$ cat src/rtl/seg_scan_driver.sv
`default_nettype none
// ============================================================================
// Module   : seg_scan_driver
// Purpose  : Four-digit seven-segment scan controller with frame-aligned
//            display value updates.
// Revision : 1.0 - initial release
// ============================================================================
module seg_scan_driver #(
    parameter int DIGIT_CYCLES = 100000,
    parameter int CNT_W        = $clog2(DIGIT_CYCLES)
) (
    input  logic        clk,
    input  logic        reset,
    input  logic [15:0] value,
    input  logic        load,
    input  logic [3:0]  digit_en,
    output logic [1:0]  sel,
    output logic [3:0]  an,
    output logic [3:0]  hex,
    output logic        pending,
    output logic        frame_done
);

    localparam logic [CNT_W-1:0] C_CNT_MAX = CNT_W'(DIGIT_CYCLES - 1);
    localparam logic [CNT_W-1:0] C_CNT_ONE = CNT_W'(1);
    localparam logic [1:0]       C_SEL_LAST = 2'd3;

    logic [CNT_W-1:0] r_cnt;
    logic [1:0]       r_sel;
    logic [15:0]      r_pend_val;
    logic [15:0]      r_shown;
    logic             r_pending;
    logic             r_frame_done;

    logic             w_tick;
    logic             w_apply;

    assign w_tick  = (r_cnt == C_CNT_MAX);
    // The wrap tick is the only point where the displayed frame may change.
    assign w_apply = w_tick && (r_sel == C_SEL_LAST);

    always_ff @(posedge clk) begin
        if (reset) begin
            r_cnt        <= '0;
            r_sel        <= '0;
            r_pend_val   <= '0;
            r_shown      <= '0;
            r_pending    <= 1'b0;
            r_frame_done <= 1'b0;
        end else begin
            r_cnt        <= w_tick ? '0 : (r_cnt + C_CNT_ONE);
            r_frame_done <= w_apply;

            if (w_tick) begin
                r_sel <= r_sel + 2'd1;
            end

            if (load) begin
                r_pend_val <= value;
            end

            if (w_apply) begin
                // A load landing on the wrap tick goes straight to the display.
                if (load) begin
                    r_shown <= value;
                end else if (r_pending) begin
                    r_shown <= r_pend_val;
                end
                r_pending <= 1'b0;
            end else if (load) begin
                r_pending <= 1'b1;
            end
        end
    end

    assign sel        = r_sel;
    assign pending    = r_pending;
    assign frame_done = r_frame_done;

    always_comb begin
        an  = 4'b1111;
        hex = 4'h0;
        if (!reset) begin
            an  = ~(4'b0001 << r_sel) | ~digit_en;
            hex = r_shown[{r_sel, 2'b00} +: 4];
        end
    end

endmodule
`default_nettype wire

$ cat config.mk
export PLATFORM = sky130hd
export DESIGN_NAME = seg_scan_driver
export DESIGN_NICKNAME = d
export VERILOG_FILES = /design/src/rtl/seg_scan_driver.sv
export SDC_FILE = /design/constraint.sdc
export NUM_CORES = 1
export LEC_CHECK = 0
export BUFFER_PORTS_ARGS = -buffer_cell sky130_fd_sc_hd__buf_2
export CAP_MARGIN = 20
export CORE_AREA = 8 8 112 114
export DETAILED_ROUTE_END_ITERATION = 8
export DIE_AREA = 0 0 120 122
export HOLD_SLACK_MARGIN = 0.06
export PLACE_DENSITY = 0.45
export SKIP_CTS_REPAIR_TIMING = 1
export SLEW_MARGIN = 30
export SYNTH_ARGS = -nofsm -noshare
export SYNTH_HDL_FRONTEND = slang
export SYNTH_SLANG_ARGS = --single-unit
export TNS_END_PERCENT = 1
$ cat constraint.sdc
create_clock -name clk -period 6 [get_ports clk]
set_input_delay 1.2 -clock clk [delete_from_list [all_inputs] [get_ports clk]]
set_output_delay 1.2 -clock clk [all_outputs]
set_load 0.1 [all_outputs]
==> run metrics, run 1 <==
Max Cap Violations=0; worst endpoint required time=4.80 ns; RePlAce Congestion=0.7507; final period utilization=0.5789; antenna viol nets, final=0; critical path fanouts, max=29; 1st-iter DRT viols=60; Nets=287; DRC viols=0; Reg2Reg Setup Slack=3.44 ns; Max Buffers Root-to-Sink=2; synth top area cells=dfxtp_1, mux2i_1, mux2_4; initial antenna violation count=0; Post-Synthesis Cells=228; hold_sp=r_cnt[0]; Comb pwr share=0.066; Reg-to-Reg Start=r_cnt[0]; metal2 WL=2318 um; leak pwr=1.114 nW; worst endpoint data arrival time=2.27 ns; router iterations before antenna repair=4; Pins Over Slew Limit=0; port buffer count=34; DR WL/cell=13.05 um; Sum Neg Setup Slack=0 ns; Worst Hold End=r_cnt[0]; WL final=5218 um; Synth async-reset ratio=0; Clock Skews=0.01691 ns; layout cells sized above 1=0.2654; clock root buffer=clkbuf_8; unique cell type count in the Yosys netlist=36; metal1 wirelength=2596 um; Core Area=10700 um^2; top sig layer=met4; Vias=1661; share of total power in sequential cells=0.593; Yosys reg bits=53; Clock Sinks=53; CTS tree=done; Die Wd=120 um; syn_area_per_cell=10.55 um^2; clock latency on the worst-skew pair=0.31 ns; Ports=35; type of origin of the critical path=input pin; met3 routed WL=198 um; H-Tree Level Count=2; commonest cells in the netlist=dfxtp_1, nor2_1, nor2b_1; ys flop type=dfxtp_1; Num CTS Buffers=5; Sw Pwr=0.0001560 W; fin util=0.2605; critical path type=in -> out; global-route wire length before repair=8769 um; Max transition margin=0.5737; Final Hold Violating Endpoints=0; Setup WS post-layout=2.527 ns; Clk pwr share=0.342; largest net degree at the start of global routing=30; Int Pwr=0.0004583 W; Worst Max-Slew Pin Slew=0.6388 ns; Area Growth Syn to Fin=15.81%; Die Span Y=122 um; Rows=38; total global-route track usage=0.07486; syn nets=256; Synth Cell Area=2406 um^2; Switching Share=0.2540; PD cells=220.5 nW/um^2; share of the synthesized area in the top cell type=0.4410; Crit. End Element=output port; status=complete, no violations; Setup violations, final=0; peak supply drop=0.07983 mV; total grt overflow=0; Initial Utilization=0.2249; vias per inst=4.153; Detailed Place HPWL=3736 um; antenna cell count=0; final non-filler cell total=400; sequential area share after synthesis=0.4410; warnings from Yosys=0; pre-CTS setup slack=2.515 ns; clock-pin slew on the worst setup and hold paths=0.09 ns; EDFF count, synth=0; fmax=287.9 MHz; dpl cells=392; worst hold path cell count=1; minimum clock period=3.474 ns; vias in the first global route=1694; worst hold-check path type=reg -> reg; RSZ-0062 raised after global routing=false; die area=14640 um^2; most frequent cell after synthesis=dfxtp_1; Yosys top cell by area=dfxtp_1; r2r endpoint=r_shown[4]; FF-to-FF path depth=6
metal layers:
layer | track usage | vias to the layer above
li1 | - | 842
met1 | 0.09211 | 784
met2 | 0.1212 | 28
met3 | 0.01851 | 7
met4 | 0.03513 | 0
met5 | 0 | -
flip-flops by register name, summed over array words and instances, names as in the netlist:
register	flops
frame_done	1
pending	1
r_cnt	17
r_pend_val	16
r_shown	16
sel	2
power groups by stage:
stage	sequential (W)	combinational, W	clock, W
floorplan	0.000375	0.0000245	0
global placement	0.000372	0.0000410	0
detailed placement	0.000372	0.0000415	0
CTS	0.000364	0.0000417	0.000219
global route	0.000365	0.0000453	0.000230
finish	0.000364	0.0000405	0.000210
kinds of logic after synthesis:
group | count (synthesis) | synth area share
multiplexers | 37 | 0.1986
AND/OR/NAND/NOR | 95 | 0.2325
buffers and inverters | 17 | 0.03848
AO/OA/AOI/OAI | 9 | 0.01976
XOR/XNOR | 12 | 0.04368
adder cells (fa/ha/maj) | 5 | 0.02600
flip-flops | 53 | 0.4410
critical path: stages:
cell	delay, ns
buf_2	0.21
buf_4	0.28
nor2b_1	0.13
buf_2	0.43
worst max path at each step:
| stage | start | slack, ns | to | depth (start not counted) |
|---|---|---|---|---|
| global placement | reset | 2.54 | hex[1] | 4 |
| floorplan | reset | 1.86 | hex[0] | 3 |
| global route | reset | 2.45 | hex[1] | 4 |
| finish | reset | 2.53 | hex[1] | 4 |
| detailed placement | reset | 2.51 | hex[1] | 4 |
| CTS | reset | 2.51 | hex[1] | 4 |
cells in the final DEF (no fill, tap or decap), types with 4 or more instances in the layout:
cell type,Yosys,layout
mux2i_1,17,17
nand3b_1,4,4
inv_1,5,5
mux4_2,4,4
clkbuf_8,0,5
xnor2_1,7,7
mux2_2,6,6
dfxtp_1,53,53
or3_1,5,5
nand3_1,7,7
mux2_4,10,10
nand4_1,6,6
xor2_1,5,5
a21oi_1,4,4
nand2_1,5,5
nor2b_1,20,20
o21ai_0,4,4
buf_2,1,34
ha_1,5,5
nor2_1,32,32
area by class of cell:
class	count	area (um^2)
Sequential cell	53	1061
Multi-Input combinational cell	158	1252
Inverter	5	18.77
Clock buffer	5	68.82
Tap cell	140	175.2
Fill cell	1139	7911
Timing Repair Buffer	36	188.9
Clock inverter	3	21.27
metrics by stage:
step	hold slack (ns)	cell area (um^2)	power, W
2_1_floorplan	0.4411	2406	0.0003991
5_1_grt	0.5050	2786	0.0006409
3_3_place_gp	0.4626	2685	0.0004130
4_1_cts	0.4866	2786	0.0006250
6_report	0.4804	2786	0.0006143
3_5_place_dp	0.4642	2696	0.0004138
No activity file was read; power rests on OpenSTA's default activity.
==> run 2: changes to the inputs <==
--- a/config.mk
+++ b/config.mk
@@ -5,13 +5,14 @@
 export SDC_FILE = /design/constraint.sdc
 export NUM_CORES = 1
 export LEC_CHECK = 0
+export ABC_AREA = 1
 export BUFFER_PORTS_ARGS = -buffer_cell sky130_fd_sc_hd__buf_2
 export CAP_MARGIN = 20
-export CORE_AREA = 8 8 112 114
+export CORE_AREA = 8 8 115 117
 export DETAILED_ROUTE_END_ITERATION = 8
-export DIE_AREA = 0 0 120 122
+export DIE_AREA = 0 0 123 125
 export HOLD_SLACK_MARGIN = 0.06
-export PLACE_DENSITY = 0.45
+export PLACE_DENSITY = 0.46
 export SKIP_CTS_REPAIR_TIMING = 1
 export SLEW_MARGIN = 30
 export SYNTH_ARGS = -nofsm -noshare
==> constraint.sdc (replaced) <==
create_clock -name clk -period 2.8 [get_ports clk]
set_input_delay 0.56 -clock clk [delete_from_list [all_inputs] [get_ports clk]]
set_output_delay 0.56 -clock clk [all_outputs]
set_load 0.1 [all_outputs]
==> run 2 against run 1 <==
Compared with the run above:
- combinational power rose to 2.6 times the previous value
- synthesized cell count grew 47%
- synthesized area rose by 6.0%
- clock power rose to 3.1 times the previous value
- largest power group unchanged
- design area increased by 13%
- critical endpoint is now hex[0]
- core utilization rose by 1.0 points
- register-to-register slack got worse by 2.3 ns
- worst setup slack worse by 2.3 ns
- cell count is 29% higher
- via count grew 27%
- count of clock-buffer cells in the layout up 2
==> run metrics, run 2 <==
status=complete, no violations; Yosys top cell by area=dfxtp_1; most common cell after layout, fill and taps aside=nor2_1; clock-pin slew on the worst setup and hold paths=0.07 ns (-0.02 ns); worst hold-check path type=reg -> reg; unique cell type count in the Yosys netlist=30 (-17%); Clock Skews=0.006153 ns (-0.01075 ns); vias in the first global route=2089 (+23%); vias per inst=4.101 (-1.2%); port buffer count=34 (unchanged); minimum clock period=2.534 ns; synth top area cells=dfxtp_1, nor2_1, inv_1; antenna cell count=0 (unchanged); EDFF count, synth=0 (unchanged); storage element area=1064 um^2 (+0.24%); most frequent cell after synthesis=nor2_1; CTS tree=done; Max Buffers Root-to-Sink=2 (unchanged); Die Span Y=125 um (+2.5%); commonest cells in the netlist=nor2_1, dfxtp_1, inv_1; worst endpoint data arrival time=1.97 ns (-0.30 ns); total global-route track usage=0.08320 (+0.008343); die area=15380 um^2 (+5.0%); WL final=6181 um (+18%); global-route wire length before repair=10300 um (+17%); total grt overflow=0 (unchanged); Ports=35 (unchanged); Largest register FFs=17 (unchanged); Sum Neg Setup Slack=0 ns (unchanged); RSZ-0062 raised after global routing=false; RePlAce Congestion=0.8174 (+8.9%); H-Tree Level Count=2 (unchanged); Final Hold Violating Endpoints=0 (unchanged); Clock Sinks=53 (unchanged); fin util=0.2705 (+0.01001); clock latency on the worst-skew pair=0.29 ns (-0.02 ns); Nets=395 (+38%); ys flop type=dfxtp_1; Die Wd=123 um (+2.5%); Comb pwr share=0.070 (+0.004); Max transition margin=0.6718 (+0.09810); Switching Share=0.2231 (-0.03091); Int Pwr=0.001188 W (+160%); Yosys reg bits=53 (unchanged); Worst Max-Slew Pin Slew=0.4957 ns (-0.1431 ns); DRC viols=0 (unchanged); fmax=394.6 MHz; Crit. End Element=output port; biggest regs=r_cnt (17), r_pend_val (16), r_shown (16); layout cells sized above 1=0.2201 (-0.04528); Area Growth Syn to Fin=23.16%; antenna viol nets, final=0 (unchanged); leak pwr=1.291 nW (+16%); Sw Pwr=0.0003412 W (+120%); Max Cap Violations=0 (unchanged); Vias=2112 (+27%); warnings from Yosys=0 (unchanged); sequential area share after synthesis=0.4161 (-0.02488); clock root buffer=clkbuf_16; router iterations before antenna repair=4 (unchanged); worst endpoint required time=2.24 ns (-2.56 ns); Detailed Place HPWL=4882 um (+31%); Synth Cell Area=2550 um^2 (+6.0%); Multi-input gate area=1280 um^2 (+2.2%); share of the synthesized area in the top cell type=0.4161 (-0.02488); Rows=40 (+5.3%); Num CTS Buffers=5 (unchanged); Clk pwr share=0.421 (+0.079); critical path fanouts, max=14 (-52%); type of origin of the critical path=flip-flop; peak supply drop=0.2544 mV (+220%); FF-to-FF path depth=5 (-1); share of total power in sequential cells=0.509 (-0.084); Pins Over Slew Limit=0 (unchanged); most frequent cells in the layout=nor2_1, dfxtp_1, inv_1; syn_area_per_cell=7.612 um^2 (-28%); final period utilization=0.9050; DR WL/cell=12.00 um (-8.0%); PD cells=487.0 nW/um^2 (+120%); Setup violations, final=0 (unchanged); syn nets=363 (+42%); initial antenna violation count=0 (unchanged); register name with the most flops=r_cnt; fillers=1287 (+13%); Post-Synthesis Cells=335 (+47%); worst hold path cell count=1 (unchanged); Core Area=11610 um^2 (+8.5%); largest net degree at the start of global routing=21 (-30%); 1st-iter DRT viols=84 (+40%); critical path type=reg -> out; Synth async-reset ratio=0 (unchanged); Initial Utilization=0.2196 (-0.005300)
run 2: cell count changes in the layout (fill, tap and decap cells not counted), sizes merged, moves of 7 or more:
| cell | delta |
|---|---|
| nor2b | -20 |
| nand2 | +50 |
| nand4 | +13 |
| mux2 | -16 |
| xnor2 | -7 |
| a21oi | +17 |
| o21ai | +9 |
| nor2 | +27 |
| inv | +43 |
run 2: cell families after synthesis:
family / synth area share
mux: 0.06281
flops: 0.4161
fa+ha+maj: 0.02453
buf+inv: 0.1016
compound gates: 0.06968
xor+xnor: 0.02404
simple gates: 0.3013
run 2: final timing paths:
path | start | endpoint | slack (ns)
max | sel[0] | hex[0] | 0.27
min reg2reg | r_cnt[0] | r_cnt[0] | 0.45
min | r_cnt[0] | r_cnt[0] | 0.45
max reg2reg | sel[0] | r_shown[15] | 1.10
run 2: critical path, cell delays in order (launching register included):
cell      delay [ns]
dfxtp_2         0.45
clkinv_1        0.26
a21oi_1         0.20
o21ai_0         0.19
a21oi_4         0.15
buf_2           0.44
run 2: power by group through the flow:
stage | registers [W] | logic (W) | clock network (W)
after global routing | 0.000779 | 0.000118 | 0.000698
after floorplan | 0.000801 | 0.0000639 | 0
final | 0.000778 | 0.000107 | 0.000645
after CTS | 0.000778 | 0.000110 | 0.000670
after detailed placement | 0.000795 | 0.000109 | 0
after global placement | 0.000795 | 0.000108 | 0
run 2: metal layers:
layer	track usage	wire length, um
met2	0.1347	2900
met3	0.02025	263
met4	0.02339	48
met1	0.1067	2969
met5	0	0
run 2: area by class of cell:
class	count	share of cell area
inverter	50	0.05976
multi-input combinational	218	0.4076
clock inverter	1	0.001594
timing repair buffer	39	0.08526
sequential	53	0.3386
clock buffer	7	0.04861
tap	147	0.05857
run 2: through the flow:
| step | hold slack, ns | area [um^2] | total power (W) | setup slack (ns) | std cells |
|---|---|---|---|---|---|
| after floorplan | 0.4175 | 2603 | 0.0008649 | 0.1228 | 335 |
| after global placement | 0.4315 | 2983 | 0.0009032 | 0.7046 | 507 |
| after detailed placement | 0.4428 | 2983 | 0.0009045 | 0.5637 | 507 |
| after CTS | 0.4558 | 3141 | 0.001557 | 0.2438 | 515 |
| after global routing | 0.4907 | 3141 | 0.001596 | 0.1432 | 515 |
| final | 0.4504 | 3141 | 0.001530 | 0.2659 | 515 |
